File: config.mk
export PLATFORM = sky130hd
export DESIGN_NAME = tlu_handshake_fsm
export DESIGN_NICKNAME = d
export VERILOG_FILES = /design/src/rtl/tlu_pkg.sv /design/src/rtl/tlu_trigger_shift_rx.sv /design/src/rtl/tlu_handshake_fsm.sv
export SDC_FILE = /design/constraint.sdc
export NUM_CORES = 1
export LEC_CHECK = 0
export CAP_MARGIN = 40
export CORE_ASPECT_RATIO = 0.75
export CORE_UTILIZATION = 55
export CTS_BUF_LIST = sky130_fd_sc_hd__clkbuf_16
export DETAILED_ROUTE_END_ITERATION = 6
export GPL_TIMING_DRIVEN = 0
export PLACE_DENSITY = 0.82
export SLEW_MARGIN = 20
export SYNTH_ARGS = -nofsm -noshare
export SYNTH_HDL_FRONTEND = slang
export SYNTH_SLANG_ARGS = --single-unit
File: constraint.sdc
create_clock -name TRIGGER_CLK -period 2.6 [get_ports TRIGGER_CLK]
set_input_delay 0.52 -clock TRIGGER_CLK [delete_from_list [all_inputs] [get_ports TRIGGER_CLK]]
set_output_delay 0.52 -clock TRIGGER_CLK [all_outputs]
set_load 0.02 [all_outputs]
File: src/rtl/tlu_pkg.sv
// tlu_pkg
// Shared definitions for the TLU handshake sequencer: trigger mode encodings,
// the handshake FSM state type and the trigger-number width.
package tlu_pkg;

  localparam int TLU_NUMBER_WIDTH = 32;

  localparam logic [1:0] TLU_MODE_EXT       = 2'd0;
  localparam logic [1:0] TLU_MODE_NO_HS     = 2'd1;
  localparam logic [1:0] TLU_MODE_SIMPLE_HS = 2'd2;
  localparam logic [1:0] TLU_MODE_DATA_HS   = 2'd3;

  typedef enum logic [2:0] {
    IDLE     = 3'd0,
    WAIT_LOW = 3'd1,
    SHIFT    = 3'd2,
    DONE     = 3'd3,
    WAIT_ACK = 3'd4
  } tlu_state_t;

endpackage

File: src/rtl/tlu_trigger_shift_rx.sv
// tlu_trigger_shift_rx
// Serial receiver for the TLU trigger number. A start pulse launches
// TRIGGER_BITS periods of TLU_CLOCK (DIVISOR/2 cycles high, DIVISOR/2 low),
// sampling serial_in in the last high cycle of each period, MSB first.
// Ports:
//   clk, rst_n  : clock, asynchronous active-low reset
//   start       : one-cycle pulse; first TLU_CLOCK high cycle follows it
//   serial_in   : TLU serial data line
//   tlu_clock   : shift clock to the TLU, idle low
//   done        : high in the final cycle of the transfer (combinational)
//   data        : received number, complete when done is high
module tlu_trigger_shift_rx #(
  parameter int DIVISOR      = 8,
  parameter int TRIGGER_BITS = 16
) (
  input  logic                    clk,
  input  logic                    rst_n,
  input  logic                    start,
  input  logic                    serial_in,
  output logic                    tlu_clock,
  output logic                    done,
  output logic [TRIGGER_BITS-1:0] data
);

  localparam int PHASE_W = (DIVISOR > 2) ? $clog2(DIVISOR) : 1;
  localparam int BIT_W   = (TRIGGER_BITS > 1) ? $clog2(TRIGGER_BITS) : 1;

  localparam logic [PHASE_W-1:0] LAST_HIGH  = PHASE_W'(DIVISOR / 2 - 1);
  localparam logic [PHASE_W-1:0] LAST_PHASE = PHASE_W'(DIVISOR - 1);
  localparam logic [BIT_W-1:0]   LAST_BIT   = BIT_W'(TRIGGER_BITS - 1);

  logic                    active_q;
  logic [PHASE_W-1:0]      phase_q;
  logic [BIT_W-1:0]        bit_q;
  logic                    clock_q;
  logic [TRIGGER_BITS-1:0] data_q;
  logic [TRIGGER_BITS-1:0] shifted;

  // Next shift-register value with the current line level appended as LSB
  always_comb begin
    shifted    = data_q << 1;
    shifted[0] = serial_in;
  end

  // Period/bit counters; the clock is registered so its first high cycle
  // coincides with the first SHIFT cycle of the parent FSM
  always_ff @(posedge clk or negedge rst_n) begin
    if (!rst_n) begin
      active_q <= 1'b0;
      phase_q  <= '0;
      bit_q    <= '0;
      clock_q  <= 1'b0;
      data_q   <= '0;
    end else if (start) begin
      active_q <= 1'b1;
      phase_q  <= '0;
      bit_q    <= '0;
      clock_q  <= 1'b1;
      data_q   <= '0;
    end else if (active_q) begin
      if (phase_q == LAST_HIGH) begin
        data_q  <= shifted;
        clock_q <= 1'b0;
      end
      if (phase_q == LAST_PHASE) begin
        phase_q <= '0;
        if (bit_q == LAST_BIT) begin
          active_q <= 1'b0;
        end else begin
          bit_q   <= bit_q + 1'b1;
          clock_q <= 1'b1;
        end
      end else begin
        phase_q <= phase_q + 1'b1;
      end
    end
  end

  // done is combinational so the parent leaves SHIFT after exactly
  // TRIGGER_BITS*DIVISOR cycles
  assign done      = active_q && (phase_q == LAST_PHASE) && (bit_q == LAST_BIT);
  assign tlu_clock = clock_q;
  assign data      = data_q;

endmodule

File: src/rtl/tlu_handshake_fsm.sv
// tlu_handshake_fsm
// Trigger-domain sequencer owning the TLU handshake. Accepts a trigger edge
// from EXT_TRIGGER (mode 0) or TLU_TRIGGER (modes 1-3), drives TLU_BUSY and
// TLU_CLOCK per the latched mode, optionally shifts in the TLU trigger number,
// and waits for the readout acknowledge before re-arming.
// Ports:
//   TRIGGER_CLK, TRIGGER_RST_N : clock, asynchronous active-low reset
//   TRIGGER_MODE               : 0 ext, 1 TLU no hs, 2 simple hs, 3 data hs
//   TRIGGER_ENABLE             : arms acceptance of new triggers in IDLE
//   EXT_TRIGGER, TLU_TRIGGER   : synchronous trigger inputs
//   TRIGGER_ACKNOWLEDGE        : readout-done pulse/level
//   LOW_TIMEOUT                : mode-3 wait-for-low limit, 0 = no limit
//   TLU_BUSY, TLU_CLOCK        : handshake lines to the TLU
//   TRIGGER_ACCEPTED_FLAG      : one-cycle pulse per accepted trigger
//   TRIGGER_NUMBER(_VALID)     : trigger number and its one-cycle strobe
//   TIMEOUT_ERROR              : one-cycle pulse on mode-3 low-wait timeout
//   BUSY                       : FSM not in IDLE
module tlu_handshake_fsm
  import tlu_pkg::*;
#(
  parameter int DIVISOR      = 8,
  parameter int TRIGGER_BITS = 16
) (
  input  logic                        TRIGGER_CLK,
  input  logic                        TRIGGER_RST_N,
  input  logic [1:0]                  TRIGGER_MODE,
  input  logic                        TRIGGER_ENABLE,
  input  logic                        EXT_TRIGGER,
  input  logic                        TLU_TRIGGER,
  input  logic                        TRIGGER_ACKNOWLEDGE,
  input  logic [7:0]                  LOW_TIMEOUT,
  output logic                        TLU_BUSY,
  output logic                        TLU_CLOCK,
  output logic                        TRIGGER_ACCEPTED_FLAG,
  output logic [TLU_NUMBER_WIDTH-1:0] TRIGGER_NUMBER,
  output logic                        TRIGGER_NUMBER_VALID,
  output logic                        TIMEOUT_ERROR,
  output logic                        BUSY
);

  tlu_state_t                  state_q, state_d;
  logic [1:0]                  mode_q, mode_d;
  logic [TLU_NUMBER_WIDTH-1:0] counter_q, counter_d;
  logic [TLU_NUMBER_WIDTH-1:0] number_q, number_d;
  logic                        accepted_q, accepted_d;
  logic                        valid_q, valid_d;
  logic                        timeout_q, timeout_d;
  logic                        tlu_busy_q, tlu_busy_d;
  logic [7:0]                  low_cnt_q, low_cnt_d;
  logic                        ack_seen_q, ack_seen_d;
  logic                        src_q;
  logic                        src;
  logic                        rise;
  logic                        shift_start;
  logic                        shift_done;
  logic [TRIGGER_BITS-1:0]     rx_data;
  logic [TLU_NUMBER_WIDTH-1:0] rx_number;

  assign src  = (TRIGGER_MODE == TLU_MODE_EXT) ? EXT_TRIGGER : TLU_TRIGGER;
  assign rise = src & ~src_q;

  tlu_trigger_shift_rx #(
    .DIVISOR      (DIVISOR),
    .TRIGGER_BITS (TRIGGER_BITS)
  ) u_shift_rx (
    .clk       (TRIGGER_CLK),
    .rst_n     (TRIGGER_RST_N),
    .start     (shift_start),
    .serial_in (TLU_TRIGGER),
    .tlu_clock (TLU_CLOCK),
    .done      (shift_done),
    .data      (rx_data)
  );

  // Zero-extend the received number to the full trigger-number width
  always_comb begin
    rx_number                     = '0;
    rx_number[TRIGGER_BITS-1:0]   = rx_data;
  end

  // Next-state and registered-output logic
  always_comb begin
    state_d     = state_q;
    mode_d      = mode_q;
    counter_d   = counter_q;
    number_d    = number_q;
    accepted_d  = 1'b0;
    valid_d     = 1'b0;
    timeout_d   = 1'b0;
    tlu_busy_d  = tlu_busy_q;
    low_cnt_d   = low_cnt_q;
    ack_seen_d  = ack_seen_q;
    shift_start = 1'b0;

    unique case (state_q)
      IDLE: begin
        if (rise && TRIGGER_ENABLE) begin
          mode_d = TRIGGER_MODE;
          unique case (TRIGGER_MODE)
            TLU_MODE_EXT, TLU_MODE_NO_HS, TLU_MODE_SIMPLE_HS: begin
              state_d    = WAIT_ACK;
              accepted_d = 1'b1;
              valid_d    = 1'b1;
              number_d   = counter_q;
              counter_d  = counter_q + 32'd1;
              tlu_busy_d = (TRIGGER_MODE == TLU_MODE_SIMPLE_HS);
            end
            TLU_MODE_DATA_HS: begin
              state_d    = WAIT_LOW;
              tlu_busy_d = 1'b1;
              low_cnt_d  = '0;
            end
            default: state_d = IDLE;
          endcase
        end
      end

      // Mode 2 waits here after the ack; mode 3 waits here before shifting
      // and is the only mode subject to the low-wait timeout
      WAIT_LOW: begin
        if (!TLU_TRIGGER) begin
          if (mode_q == TLU_MODE_DATA_HS) begin
            state_d     = SHIFT;
            shift_start = 1'b1;
          end else begin
            state_d    = IDLE;
            tlu_busy_d = 1'b0;
          end
        end else if (mode_q == TLU_MODE_DATA_HS) begin
          low_cnt_d = low_cnt_q + 8'd1;
          if ((LOW_TIMEOUT != 8'd0) && (low_cnt_d == LOW_TIMEOUT)) begin
            state_d    = IDLE;
            timeout_d  = 1'b1;
            tlu_busy_d = 1'b0;
          end
        end
      end

      SHIFT: begin
        if (shift_done) begin
          state_d    = DONE;
          accepted_d = 1'b1;
          valid_d    = 1'b1;
          number_d   = rx_number;
          counter_d  = counter_q + 32'd1;
        end
      end

      DONE: state_d = WAIT_ACK;

      WAIT_ACK: begin
        if (ack_seen_q || TRIGGER_ACKNOWLEDGE) begin
          if (mode_q == TLU_MODE_SIMPLE_HS) begin
            state_d = WAIT_LOW;
          end else begin
            state_d    = IDLE;
            tlu_busy_d = 1'b0;
          end
        end
      end

      default: begin
        state_d    = IDLE;
        tlu_busy_d = 1'b0;
      end
    endcase

    // An acknowledge seen in any busy state is remembered until IDLE so an
    // early readout-done during WAIT_LOW/SHIFT is not lost
    if (state_d == IDLE) begin
      ack_seen_d = 1'b0;
    end else if (state_q != IDLE) begin
      ack_seen_d = ack_seen_q | TRIGGER_ACKNOWLEDGE;
    end
  end

  // State and output registers; src_q tracks the source every cycle so a
  // level held through a transaction cannot re-trigger on return to IDLE
  always_ff @(posedge TRIGGER_CLK or negedge TRIGGER_RST_N) begin
    if (!TRIGGER_RST_N) begin
      state_q    <= IDLE;
      mode_q     <= TLU_MODE_EXT;
      counter_q  <= '0;
      number_q   <= '0;
      accepted_q <= 1'b0;
      valid_q    <= 1'b0;
      timeout_q  <= 1'b0;
      tlu_busy_q <= 1'b0;
      low_cnt_q  <= '0;
      ack_seen_q <= 1'b0;
      src_q      <= 1'b0;
    end else begin
      state_q    <= state_d;
      mode_q     <= mode_d;
      counter_q  <= counter_d;
      number_q   <= number_d;
      accepted_q <= accepted_d;
      valid_q    <= valid_d;
      timeout_q  <= timeout_d;
      tlu_busy_q <= tlu_busy_d;
      low_cnt_q  <= low_cnt_d;
      ack_seen_q <= ack_seen_d;
      src_q      <= src;
    end
  end

  assign TLU_BUSY              = tlu_busy_q;
  assign TRIGGER_ACCEPTED_FLAG = accepted_q;
  assign TRIGGER_NUMBER_VALID  = valid_q;
  assign TRIGGER_NUMBER        = number_q;
  assign TIMEOUT_ERROR         = timeout_q;
  assign BUSY                  = (state_q != IDLE);

endmodule

======== Word level (Yosys, flattened, before mapping) ========
Index checks and enable logic that the tools add are counted.
W data, S select, Z words.
storage, ports and cells
  register bits ........................... 107
  input port bits ......................... 16
  output and inout port bits .............. 38
  word-level logic and storage cells ...... 137
cells by class
  add/sub/neg operators ................... 4
  equal/unequal tests ..................... 25
  mux-type cells .......................... 65
  bitwise logic cells ..................... 4
  reductions and logical operators ........ 24
operators by type and width
  operator                 count
  $mux W32                 6
  $pmux W32 S2             2
  $mux W16                 3
  $add A32 B1 Y32 const B  1
  $mux W8                  4
  $mux W1                  30
  $mux W3                  9
  $mux W4                  4
  $pmux W8 S2              1
  $pmux W3 S5              1
  $ne A2 B2 Y1 const B     7
  $reduce_bool A2 Y1       6
  $eq A3 B2 Y1 const B     3
  $ne A3 B3 Y1 const B     3
  $add A8 B1 Y8 const B    1
  $eq A2 B2 Y1 const B     4
  $eq A8 B8 Y1             1
  $reduce_bool A8 Y1       1
  $reduce_and A7 Y1        1
  $eq A3 B3 Y1 const B     2
  $logic_not A3 Y1         2
  $pmux W3 S2              1
  $reduce_and A5 Y1        1
  $add A4 B1 Y4 const B    1
  20 further kinds         27

======== Longest topological paths before layout ========
Gate-level depths: netlist of run 1.
  depth in word-level cells ............... 9
  gate-level depth with buffers ........... 9
  mapped depth without buffers ............ 8

======== Cells and area by module ========
Synthesis of run 1 repeated with hierarchy kept, for this count alone.
second synthesis, totals
  cells, all modules ...................... 557
  area, all modules ....................... 5190.0 um^2
by module, submodules not included
  module                times used  cells each  area each (um^2)  seq. area each (um^2)
  tlu_handshake_fsm     1           440         4042.6            2052.0
  tlu_trigger_shift_rx  1           117         1147.4            625.6

======== Worst setup path after synthesis of run 1 ========
Ideal clock, no wire load.
  path kind ............................... input port to flip-flop
  from .................................... input port TRIGGER_MODE[1]
  to ...................................... register low_cnt_q[7]
  library setup time ...................... 0.132 ns
  arrival ................................. 2.026 ns
  data required time ...................... 2.468 ns
  setup slack ............................. 0.441 ns
  stages .................................. 6
  buffers on the path ..................... 1
  cell sequence ........................... or3b_4 -> a2111o_1 -> a211o_1 -> buf_2 -> o21ai_0 -> o41ai_2
between the ends
  word-level cells in the longest chain between the ends .. 6
  elaborated cells on any way between the ends .. 8
  those cells by class .................... 3 x eq/ne; 1 x mux; 1 x bitwise; 3 x reduce/logical
RTL lines
  element                        RTL line                  source
  start: declaration             tlu_handshake_fsm.sv:26   input logic [1:0] TRIGGER_MODE,
  $logic_not A2 Y1               tlu_handshake_fsm.sv:59   assign src = (TRIGGER_MODE == TLU_MODE_EXT) ? EXT_TRIGGER : TLU_TRIGGER;
  $mux W1                        tlu_handshake_fsm.sv:59
  $and A1 B1 Y1                  tlu_handshake_fsm.sv:60   assign rise = src & ~src_q;
  $logic_and A1 B1 Y1            tlu_handshake_fsm.sv:97   if (rise && TRIGGER_ENABLE) begin
  $ne A2 B2 Y1 (no line)         n/a
  $reduce_and A5 Y1 (no line) *  n/a
  end signal: assignment         tlu_handshake_fsm.sv:201  low_cnt_q <= low_cnt_d;
  end: declaration               tlu_handshake_fsm.sv:49   logic [7:0] low_cnt_q, low_cnt_d;
Every way passes the cells marked *; elsewhere a longest branch is shown, timed or not.
A chain may end at the register's enable or synchronous reset.

======== Worst setup path after layout of run 1 ========
  from .................................... input port EXT_TRIGGER
  to ...................................... register counter_q[2]
between the ends
  word-level cells in the longest chain between the ends .. 5
RTL lines
  element                      RTL line                  source
  start: declaration           tlu_handshake_fsm.sv:28   input logic EXT_TRIGGER,
  $mux W1                      tlu_handshake_fsm.sv:59
  $and A1 B1 Y1                tlu_handshake_fsm.sv:60
  $logic_and A1 B1 Y1          tlu_handshake_fsm.sv:97
  $ne A2 B2 Y1 (no line)       n/a
  $reduce_and A4 Y1 (no line)  n/a
  end signal: assignment       tlu_handshake_fsm.sv:195  counter_q <= counter_d;
  end: declaration             tlu_handshake_fsm.sv:43   logic [TLU_NUMBER_WIDTH-1:0] counter_q, counter_d;
Every way passes these cells.

==> results of run 1 <==
==> critical path, delay by kind of cell <==
family,cells,cell delay (ps)
buffers and inverters,3,950
AND/OR/NAND/NOR,3,610
XOR/XNOR,1,140
AO/OA/AOI/OAI,2,450
==> power groups by stage <==
stage	combinational [mW]	clock (mW)	sequential, mW
floorplan	0.809	0	2.30
global placement	1.30	0	2.24
detailed placement	1.36	0	2.26
CTS	1.39	1.26	2.23
global route	1.53	1.32	2.28
finish	1.38	1.24	2.24
==> worst max-delay path by stage <==
stage | startpoint | end | slack (ps)
finish | EXT_TRIGGER | counter_q[2]$_DFFE_PN0P_ | 140
global route | state_q[2]$_DFF_PN0_ | BUSY | 70
CTS | TRIGGER_MODE[1] | counter_q[28]$_DFFE_PN0P_ | 1
detailed placement | TRIGGER_MODE[1] | TRIGGER_NUMBER[5]$_DFFE_PN0P_ | -460
global placement | TRIGGER_RST_N | ack_seen_q$_DFFE_PN0P_ | -2910
floorplan | TRIGGER_MODE[1] | low_cnt_q[7]$_DFFE_PN0P_ | 440
==> routing by layer <==
| layer | vias to the layer above | part of all wire [%] | wire (um) | GRT usage [%] |
|---|---|---|---|---|
| met1 | 1972 | 48 | 5340 | 34.2 |
| met2 | 82 | 48 | 5360 | 40.1 |
| met4 | 0 | 1.2 | 136 | 6.82 |
| li1 | 1930 | - | - | - |
| met3 | 17 | 3.3 | 364 | 4.57 |
| met5 | - | 0 | 0 | 0 |
==> per-stage QoR <==
step / util, % / instances / setup WS [ps] / instance area (um2) / setup TNS [ps]
after floorplan: - / 530 / 441 / 5100 / 0
after global placement: 64.1 / 695 / -2910 / 5770 / -327260
after detailed placement: 64.4 / 696 / -459 / 5800 / -19210
after CTS: 67.5 / 712 / 0.969 / 6080 / 0
after global routing: 67.8 / 712 / 74.9 / 6100 / 0
final: 67.8 / 712 / 145 / 6100 / 0
==> cells by family (layout without fill, tap and decap cells) <==
logic type      Yosys count  in the layout  synth area share (%)
fa+ha+maj                 6              6                  1.47
xor+xnor                 45             45                  7.72
flops                   107            107                  52.5
compound gates           88             88                  10.6
buf+inv                  38            108                  3.14
mux                      20             20                  3.97
simple gates            226            226                  20.7
==> sequential cells by signal (all words and copies together), names as in the netlist, 2 cells and up <==
name / count
low_cnt_q: 8
mode_q: 2
u_shift_rx.bit_q: 4
u_shift_rx.phase_q: 3
counter_q: 32
state_q: 3
u_shift_rx.data: 16
TRIGGER_NUMBER: 32
==> cells in the final DEF, fill, tap and decap left out, types with 10 or more instances in the layout <==
cell type          n
nand3_1           10
o21ai_0           45
nand2_1          125
dfrtp_1          107
xnor2_1           24
mux2i_1           18
a21oi_1           24
nor2_1            26
nand4_1           11
clkbuf_1          14
clkdlybuf4s50_1   49
nor3_1            12
xor2_1            21
inv_1             12
==> final cells by class <==
type	count	area, um2
plain buffers	27	128
clock buffers	9	225
clock inverters	7	46.3
fillers	702	2900
inverters	11	41.3
multi-input cells	385	2280
flip-flops and latches	107	2680
well taps	112	140
repair buffers	54	567
==> results.toml, run 1 <==
[logic_synthesis]
synth_cell_types = 51
synth_area_leaders = "dfrtp_1 (52%), nand2_1 (9.2%), o21ai_0 (4.4%), xnor2_1 (4.1%), xor2_1 (3.6%)"
synth_top_area_share_pct = 52.5
synth_edf_count = 0
synth_common_cells = "nand2_1 (125), dfrtp_1 (107), o21ai_0 (45)"
synth-main-ff-cell = "dfrtp_1"
synth_area_per_cell_um2 = 9.63
synthArstFlopShare_pct = 100
yosysTopAreaCell = "dfrtp_1"
synthesis.area_mm2 = 0.00510
yosys_warnings = 0
ys_ff_latch = 107
yosysMostFrequentCell = "nand2_1"
synth_cells = 530
seq_area_frac_synth_pct = 52.5
synth_nets = 552

[worst_setup_path]
r2r_cells = 7
worstReg2RegEnd = "counter_q[29]$_DFFE_PN0P_"
start_kind = "primary input"
worstSetupEndpointType = "flop"
critPathSlowestCell = "clkdlybuf4s50_1"
cpPeakStageDelay_ps = 440
worstPathArrival_ps = 2680
reg2reg_from = "counter_q[4]$_DFFE_PN0P_"
cp_max_fo = 10
worstSetupPathType = "in2reg"
r2r_slack_ps = 290
worst_path_most_repeated_cell = "nand2_1"
path_cells = "clkdlybuf4s50_1, or3b_4, a21boi_4, o31ai_4, nand2_1, clkbuf_1, inv_1, nand2_1, xnor2_1"
cp.required_ps = 2820

[timing]
setup_viol = 0
finalCriticalPeriod_ps = 2460
final_hold_viol_count = 0
relSlewSlack_pct = 48.9
skew_ps = 6.11
fin_crit_sh_pct = 94.4
tightest_slew_ps = 767
drv_slew = 0
max_freq_mhz = 407
hold_ws_ps = 53.6
rsz0062_at_grt = "false"

[layout]
final_nets = 617
n_antenna_cell = 0
area_growth_pct = 19.6
drive_gt1_share_pct = 7.00

[power]
clock_power_share_pct = 25.6
swShare_pct = 33.6
power_frac_comb_pct = 28.4
power_density_mw_per_mm2 = 796
leakagePower_nw = 2.89
power_switching_mw = 1.63
power_mw = 4.86
vdd_drop_max_mv = 0.619
pwr-share-seq_pct = 46.0
internal_power_mw = 3.23

[global_routing]
gr-usage-all-layers_pct = 24.7
grt_antenna_before_repair = 0
overflow = 0
first_global_vias = 3846
grt_max_degree = 77
grt_pass1_wl_mm = 18.5

[clock_tree]
cts_resized = 4
clk_latency_ps = 350
post-cts-setup-buffers = 0
hold_buffers = 0
cts_tree = "done"
cts_buffer_depth = 2
numClockSinks = 107
cts_root_buf = "clkbuf_16"
clk_pin_slew_ps = 70
cts_buffers = 9
cts_htree_levels = 3

[drt]
num_vias = 4001
drtPass1Iterations = 4
avgViaCountPerCell = 5.62
drc = 0
initialDrtViolationCount = 394
drt_wl_total_mm = 11.2
wire_per_inst_um = 15.7
postRouteAntennaNets = 0

[placed_design]
port_buffers = 53
dpl.hpwl_mm = 7.94
gp_congestion = 0.847

[floorplan]
ios = 54
core_mm2 = 0.00901
rows = 30
die_y_um = 85.4
dieArea_mm2 = 0.00967
initial_core_util_pct = 56.7
die_w_um = 113

[job]
cap_violations = 0

[status]
status = "complete, no violations"

[worst_hold_path]
hold_class = "in2async"
(Power assumes the default switching activity.)
==> run 2, diff against run 1 <==
--- a/config.mk
+++ b/config.mk
@@ -7,6 +7,7 @@
 export LEC_CHECK = 0
 export CAP_MARGIN = 40
 export CORE_ASPECT_RATIO = 0.75
+export CORE_MARGIN = 5
 export CORE_UTILIZATION = 55
 export CTS_BUF_LIST = sky130_fd_sc_hd__clkbuf_16
 export DETAILED_ROUTE_END_ITERATION = 6
==> run 2 against run 1 <==
Against the previous run:
- die area is 17% higher
- maximum frequency is 1.2% lower
- hold slack better by 11 ps
- design area is 1.5% higher
- global-route usage is 2.8 points lower
- via count is 1.9% higher
- setup slack worse by 31 ps
- sequential power hardly changed
- wire length is 4.0% higher
- highest routed layer unchanged
- non-clock buffer count is 1 higher
- register-to-register slack worse by 110 ps
==> results.toml, run 2 (synthesis results as in run 1) <==
[global_routing]
grt_pass1_wl_mm = 19.7
overflow = 0
gr-usage-all-layers_pct = 21.9
grt_antenna_before_repair = 0
first_global_vias = 4145
grt_max_degree = 71

[clock_tree]
cts_buffer_depth = 2
cts_root_buf = "clkbuf_16"
clk_pin_slew_ps = 70
numClockSinks = 107
cts_buffers = 9
clk_latency_ps = 360
cts_tree = "done"
cts_htree_levels = 3

[layout]
final_common_cell = "nand2_1"
area_growth_pct = 21.4
final_cell_mix = "nand2_1 (125), dfrtp_1 (107), clkdlybuf4s50_1 (49), o21ai_0 (44), nor2_1 (26)"
fillers = 683
design_area_mm2 = 0.00620
n_antenna_cell = 0
drive_gt1_share_pct = 7.65
register_area_mm2 = 0.00268
final_nets = 618
multiInputGateArea_mm2 = 0.00228

[power]
power_mw = 5.11
leakagePower_nw = 2.92
vdd_drop_max_mv = 0.455
power_density_mw_per_mm2 = 825

[floorplan]
ios = 54
rows = 30
dieArea_mm2 = 0.0113
initial_core_util_pct = 56.4
die_w_um = 121
core_mm2 = 0.00905
die_y_um = 93.4

[drt]
num_vias = 4078
wire_per_inst_um = 16.0
avgViaCountPerCell = 5.59
postRouteAntennaNets = 0
drtPass1Iterations = 5
drt_wl_total_mm = 11.6
initialDrtViolationCount = 356
drc = 0

[worst_setup_path]
reg2reg_from = "state_q[1]$_DFF_PN0_"
worstSetupEndpointType = "flop"
r2r_slack_ps = 180
cp_max_fo = 10
worstReg2RegEnd = "u_shift_rx.bit_q[3]$_DFFE_PN0P_"
worstPathArrival_ps = 2760
cp.required_ps = 2880
r2r_cells = 5
worstSetupPathType = "in2reg"
start_kind = "primary input"

[timing]
skew_ps = 10.2
relSlewSlack_pct = 46.6
drv_slew = 0
fin_crit_sh_pct = 95.6
max_freq_mhz = 402
tightest_slew_ps = 795
setup_viol = 0
rsz0062_at_grt = "false"
final_hold_viol_count = 0
finalCriticalPeriod_ps = 2490

[placed_design]
gp_congestion = 0.919
port_buffers = 53
place_area_mm2 = 0.00582
dpl.hpwl_mm = 8.15

[job]
cap_violations = 0

[worst_hold_path]
hold_class = "in2async"

[status]
status = "complete, no violations"
[run 2: changes by cell type in the layout (fill, tap and decap cells not counted), sizes merged]
cell      before  now
clkbuf        27   26
buf           11   13
clkinvlp       2    1
clkinv         4    2
bufinv         0    2
inv           12   13
[run 2: layout make-up]
cell class                 count  area share (%)
tap                          128            2.58
inverter                      11           0.666
clock buffer                   9            3.63
multi-input combinational    385            36.9
buffer                        27            2.16
timing repair buffer          55            9.27
clock inverter                 7            1.62
sequential                   107            43.2
[run 2: timing repair]
item,CTS,global route
endpoints found under the setup margin,28,44
buffers inserted,0,1
pin swaps,0,1
hold buffers,0,0
gates resized for setup,9,11
[run 2: power breakdown]
part	leakage, nW	switching, mW	internal (mW)	total (mW)
Combinational	1.35	0.786	0.598	1.38
Sequential	1.41	0.260	1.99	2.25
Clock	0.156	0.627	0.853	1.48
[run 2: stage by stage]
step	hold WS, ps	std cells	TNS [ps]	util, %	worst slack [ps]
3_3_place_gp	451	711	-333770	64.1	-2970
6_report	64.3	729	0	68.5	114
4_1_cts	70.9	728	0	68.2	1.35
5_1_grt	86.4	729	0	68.5	37.0
3_5_place_dp	444	712	-20640	64.4	-510
2_1_floorplan	224	530	0	-	441
[run 2: worst max-delay path by stage]
stage                          from                         endpoint  slack (ps)  cells after the start
6_report                EXT_TRIGGER        counter_q[18]$_DFFE_PN0P_         110                      8
5_1_grt        state_q[1]$_DFF_PN0_  u_shift_rx.bit_q[0]$_DFFE_PN0P_          40                      5
4_1_cts             TRIGGER_MODE[1]        counter_q[22]$_DFFE_PN0P_           1                      8
3_5_place_dp        TRIGGER_MODE[1]    TRIGGER_NUMBER[7]$_DFFE_PN0P_        -510                      9
3_3_place_gp          TRIGGER_RST_N   TRIGGER_NUMBER[17]$_DFFE_PN0P_       -2970                      1
2_1_floorplan       TRIGGER_MODE[1]         low_cnt_q[7]$_DFFE_PN0P_         440                      6
[run 2: metal layers]
layer | up-vias | GRT usage (%) | routed length (um)
met3 | 19 | 5.50 | 537
met2 | 90 | 35.1 | 5540
met5 | - | 0 | 0
li1 | 1929 | - | -
met4 | 0 | 7.65 | 161
met1 | 2040 | 29.2 | 5410
[run 2: critical path, stage by stage]
cell and delay [ps]:
clkdlybuf4s50_1 440, or3b_4 390, a21boi_4 160, o31ai_4 350, nand4_4 210, buf_4 240, nor3_1 270, xor2_1 170
==> run 3, diff against run 2 <==
--- a/config.mk
+++ b/config.mk
@@ -6,14 +6,16 @@
 export NUM_CORES = 1
 export LEC_CHECK = 0
 export CAP_MARGIN = 40
+export CELL_PAD_IN_SITES_DETAIL_PLACEMENT = 0
+export CELL_PAD_IN_SITES_GLOBAL_PLACEMENT = 1
 export CORE_ASPECT_RATIO = 0.75
 export CORE_MARGIN = 5
-export CORE_UTILIZATION = 55
+export CORE_UTILIZATION = 44
 export CTS_BUF_LIST = sky130_fd_sc_hd__clkbuf_16
 export DETAILED_ROUTE_END_ITERATION = 6
 export GPL_TIMING_DRIVEN = 0
-export PLACE_DENSITY = 0.82
-export SLEW_MARGIN = 20
+export PLACE_DENSITY = 0.84
+export SLEW_MARGIN = 30
 export SYNTH_ARGS = -nofsm -noshare
 export SYNTH_HDL_FRONTEND = slang
 export SYNTH_SLANG_ARGS = --single-unit
==> constraint.sdc (replaced) <==
create_clock -name TRIGGER_CLK -period 2.6 [get_ports TRIGGER_CLK]
set_input_delay 0.52 -clock TRIGGER_CLK [delete_from_list [all_inputs] [get_ports TRIGGER_CLK]]
set_output_delay 0.52 -clock TRIGGER_CLK [all_outputs]
set_load 0.01 [all_outputs]
==> run 3 against run 2 <==
Against the previous run:
- clock skew fell by 3.5 ps
- utilization fell by 15 points
- sequential share of layout area rose by 0.33 points
- maximum frequency fell by 0.53%
- hold slack improved by 38 ps
- die area rose by 23%
- non-clock buffer count fell by 1
- combinational power fell by 6%
- setup slack got worse by 13 ps
- first-iteration DRC count fell by 27%
- register-to-register slack improved by 20 ps
- critical endpoint unchanged
==> results.toml, run 3 (synthesis results as in run 1) <==
[global_routing]
grt_pass1_wl_mm = 18.9
overflow = 0
grt_antenna_before_repair = 0
first_global_vias = 3780
grt_max_degree = 62
gr-usage-all-layers_pct = 17.0

[worst_setup_path]
worstSetupPathType = "in2reg"
start_kind = "primary input"
path_cells = "clkdlybuf4s50_1, or3b_4, a21boi_4, o31ai_4, nand4_4, buf_4, nor3_1, xor2_1"
worstSetupEndpointType = "flop"
worstPathArrival_ps = 2770
r2r_slack_ps = 200
reg2reg_from = "state_q[1]$_DFF_PN0_"
cp.required_ps = 2870
cp_max_fo = 10
cpPeakStageDelay_ps = 450
critPathSlowestCell = "clkdlybuf4s50_1"
r2r_cells = 5
worstReg2RegEnd = "u_shift_rx.data[6]$_DFFE_PN0P_"

[worst_hold_path]
hold_class = "in2async"

[power]
power_density_mw_per_mm2 = 786
power_mw = 4.84
leakagePower_nw = 2.90
vdd_drop_max_mv = 0.461

[clock_tree]
cts_root_buf = "clkbuf_16"
clk_pin_slew_ps = 70
numClockSinks = 107
hold_buffers = 0
cts_tree = "done"
cts_buffers = 9
post-cts-setup-buffers = 0
cts_buffer_depth = 2
cts_htree_levels = 3
clk_latency_ps = 350

[job]
cap_violations = 0

[floorplan]
core_mm2 = 0.0115
rows = 34
ios = 54
dieArea_mm2 = 0.0139
die_y_um = 103
die_w_um = 134
initial_core_util_pct = 44.4

[timing]
fin_crit_sh_pct = 96.1
tightest_slew_ps = 796
drv_slew = 0
fin_tns_setup_ps = 0
max_freq_mhz = 400
relSlewSlack_pct = 46.5
setup_viol = 0
finalCriticalPeriod_ps = 2500
skew_ps = 6.71
worst_slack_ps = 101
final_hold_viol_count = 0

[layout]
multiInputGateArea_mm2 = 0.00228
final_nets = 617
fin_util_pct = 53.6
drive_gt1_share_pct = 6.84
n_antenna_cell = 0
final_cell_mix = "nand2_1 (125), dfrtp_1 (107), clkdlybuf4s50_1 (50), o21ai_0 (45), nor2_1 (26)"
register_area_mm2 = 0.00268
fillers = 1044
area_growth_pct = 20.5
final_common_cell = "nand2_1"

[drt]
postRouteAntennaNets = 0
drt_wl_total_mm = 11.1
drtPass1Iterations = 4
initialDrtViolationCount = 260
num_vias = 3884
avgViaCountPerCell = 5.23
drc = 0
wire_per_inst_um = 14.9

[placed_design]
dp_slack_ps = -523
port_buffers = 53
gp_congestion = 0.862
dpl.hpwl_mm = 8.00

[status]
status = "complete, no violations"
==> run 3: cell types whose count changed in the layout (fill, tap and decap cells not counted), sizes merged <==
cell / before / now
clkinvlp: 1 / 0
bufinv: 2 / 1
clkdlybuf4s50: 49 / 50
buf: 13 / 12
inv: 13 / 14
dlymetal6s2s: 3 / 2
==> run 3: worst max-delay path by stage <==
| stage | from | end | slack [ps] |
|---|---|---|---|
| after global placement | TRIGGER_RST_N | TRIGGER_NUMBER[23]$_DFFE_PN0P_ | -3090 |
| after detailed placement | TRIGGER_MODE[1] | TRIGGER_NUMBER[4]$_DFFE_PN0P_ | -520 |
| after CTS | TRIGGER_MODE[1] | counter_q[2]$_DFFE_PN0P_ | -20 |
| after global routing | EXT_TRIGGER | counter_q[18]$_DFFE_PN0P_ | -6 |
| final | EXT_TRIGGER | counter_q[18]$_DFFE_PN0P_ | 100 |
| after floorplan | TRIGGER_MODE[1] | low_cnt_q[7]$_DFFE_PN0P_ | 440 |
==> run 3: area by class of cell <==
| type | instances | share of cell area [%] |
|---|---|---|
| Clock buffer | 9 | 3.66 |
| Multi-Input combinational cell | 385 | 37.1 |
| Timing Repair Buffer | 54 | 9.17 |
| Clock inverter | 6 | 0.834 |
| Sequential cell | 107 | 43.5 |
| Buffer | 27 | 2.14 |
| Tap cell | 144 | 2.93 |
| Inverter | 11 | 0.671 |
==> run 3: through the flow <==
| stage | std cells | hold WS, ps | instance area (um2) |
|---|---|---|---|
| 3_5_place_dp | 728 | 470 | 5840 |
| 3_3_place_gp | 727 | 460 | 5810 |
| 5_1_grt | 743 | 133 | 6150 |
| 2_1_floorplan | 530 | 224 | 5100 |
| 6_report | 743 | 102 | 6150 |
| 4_1_cts | 743 | 114 | 6130 |
==> run 3: power breakdown <==
part / total [mW] / internal [mW] / switching (mW) / leakage [nW]
clock network: 1.30 / 0.728 / 0.576 / 0.149
registers: 2.23 / 1.99 / 0.247 / 1.41
logic: 1.30 / 0.598 / 0.702 / 1.34
total: 4.84 / 3.31 / 1.52 / 2.90
==> run 3: critical path: cells and delay by family <==
kind,cells,cell delay (ps)
AOI/OAI and AO/OA,2,550
xor gates and xnor gates,1,180
and+or+nand+nor,3,830
buffers and inverters,2,690
==> run 3: timing repair <==
action | in CTS | in global routing
gates resized for setup | 5 | 13
pin swaps | 0 | 1
endpoints found under the setup margin | 30 | 47
==> run 3: layer usage <==
metal,GRT usage (%),wire length (um),part of all wire [%],vias up
met2,25.8,4860,44,59
met5,0,0,0,-
li1,-,-,-,1929
met3,3.92,520,4.7,11
met4,5.01,131,1.2,0
met1,24.7,5560,50,1885
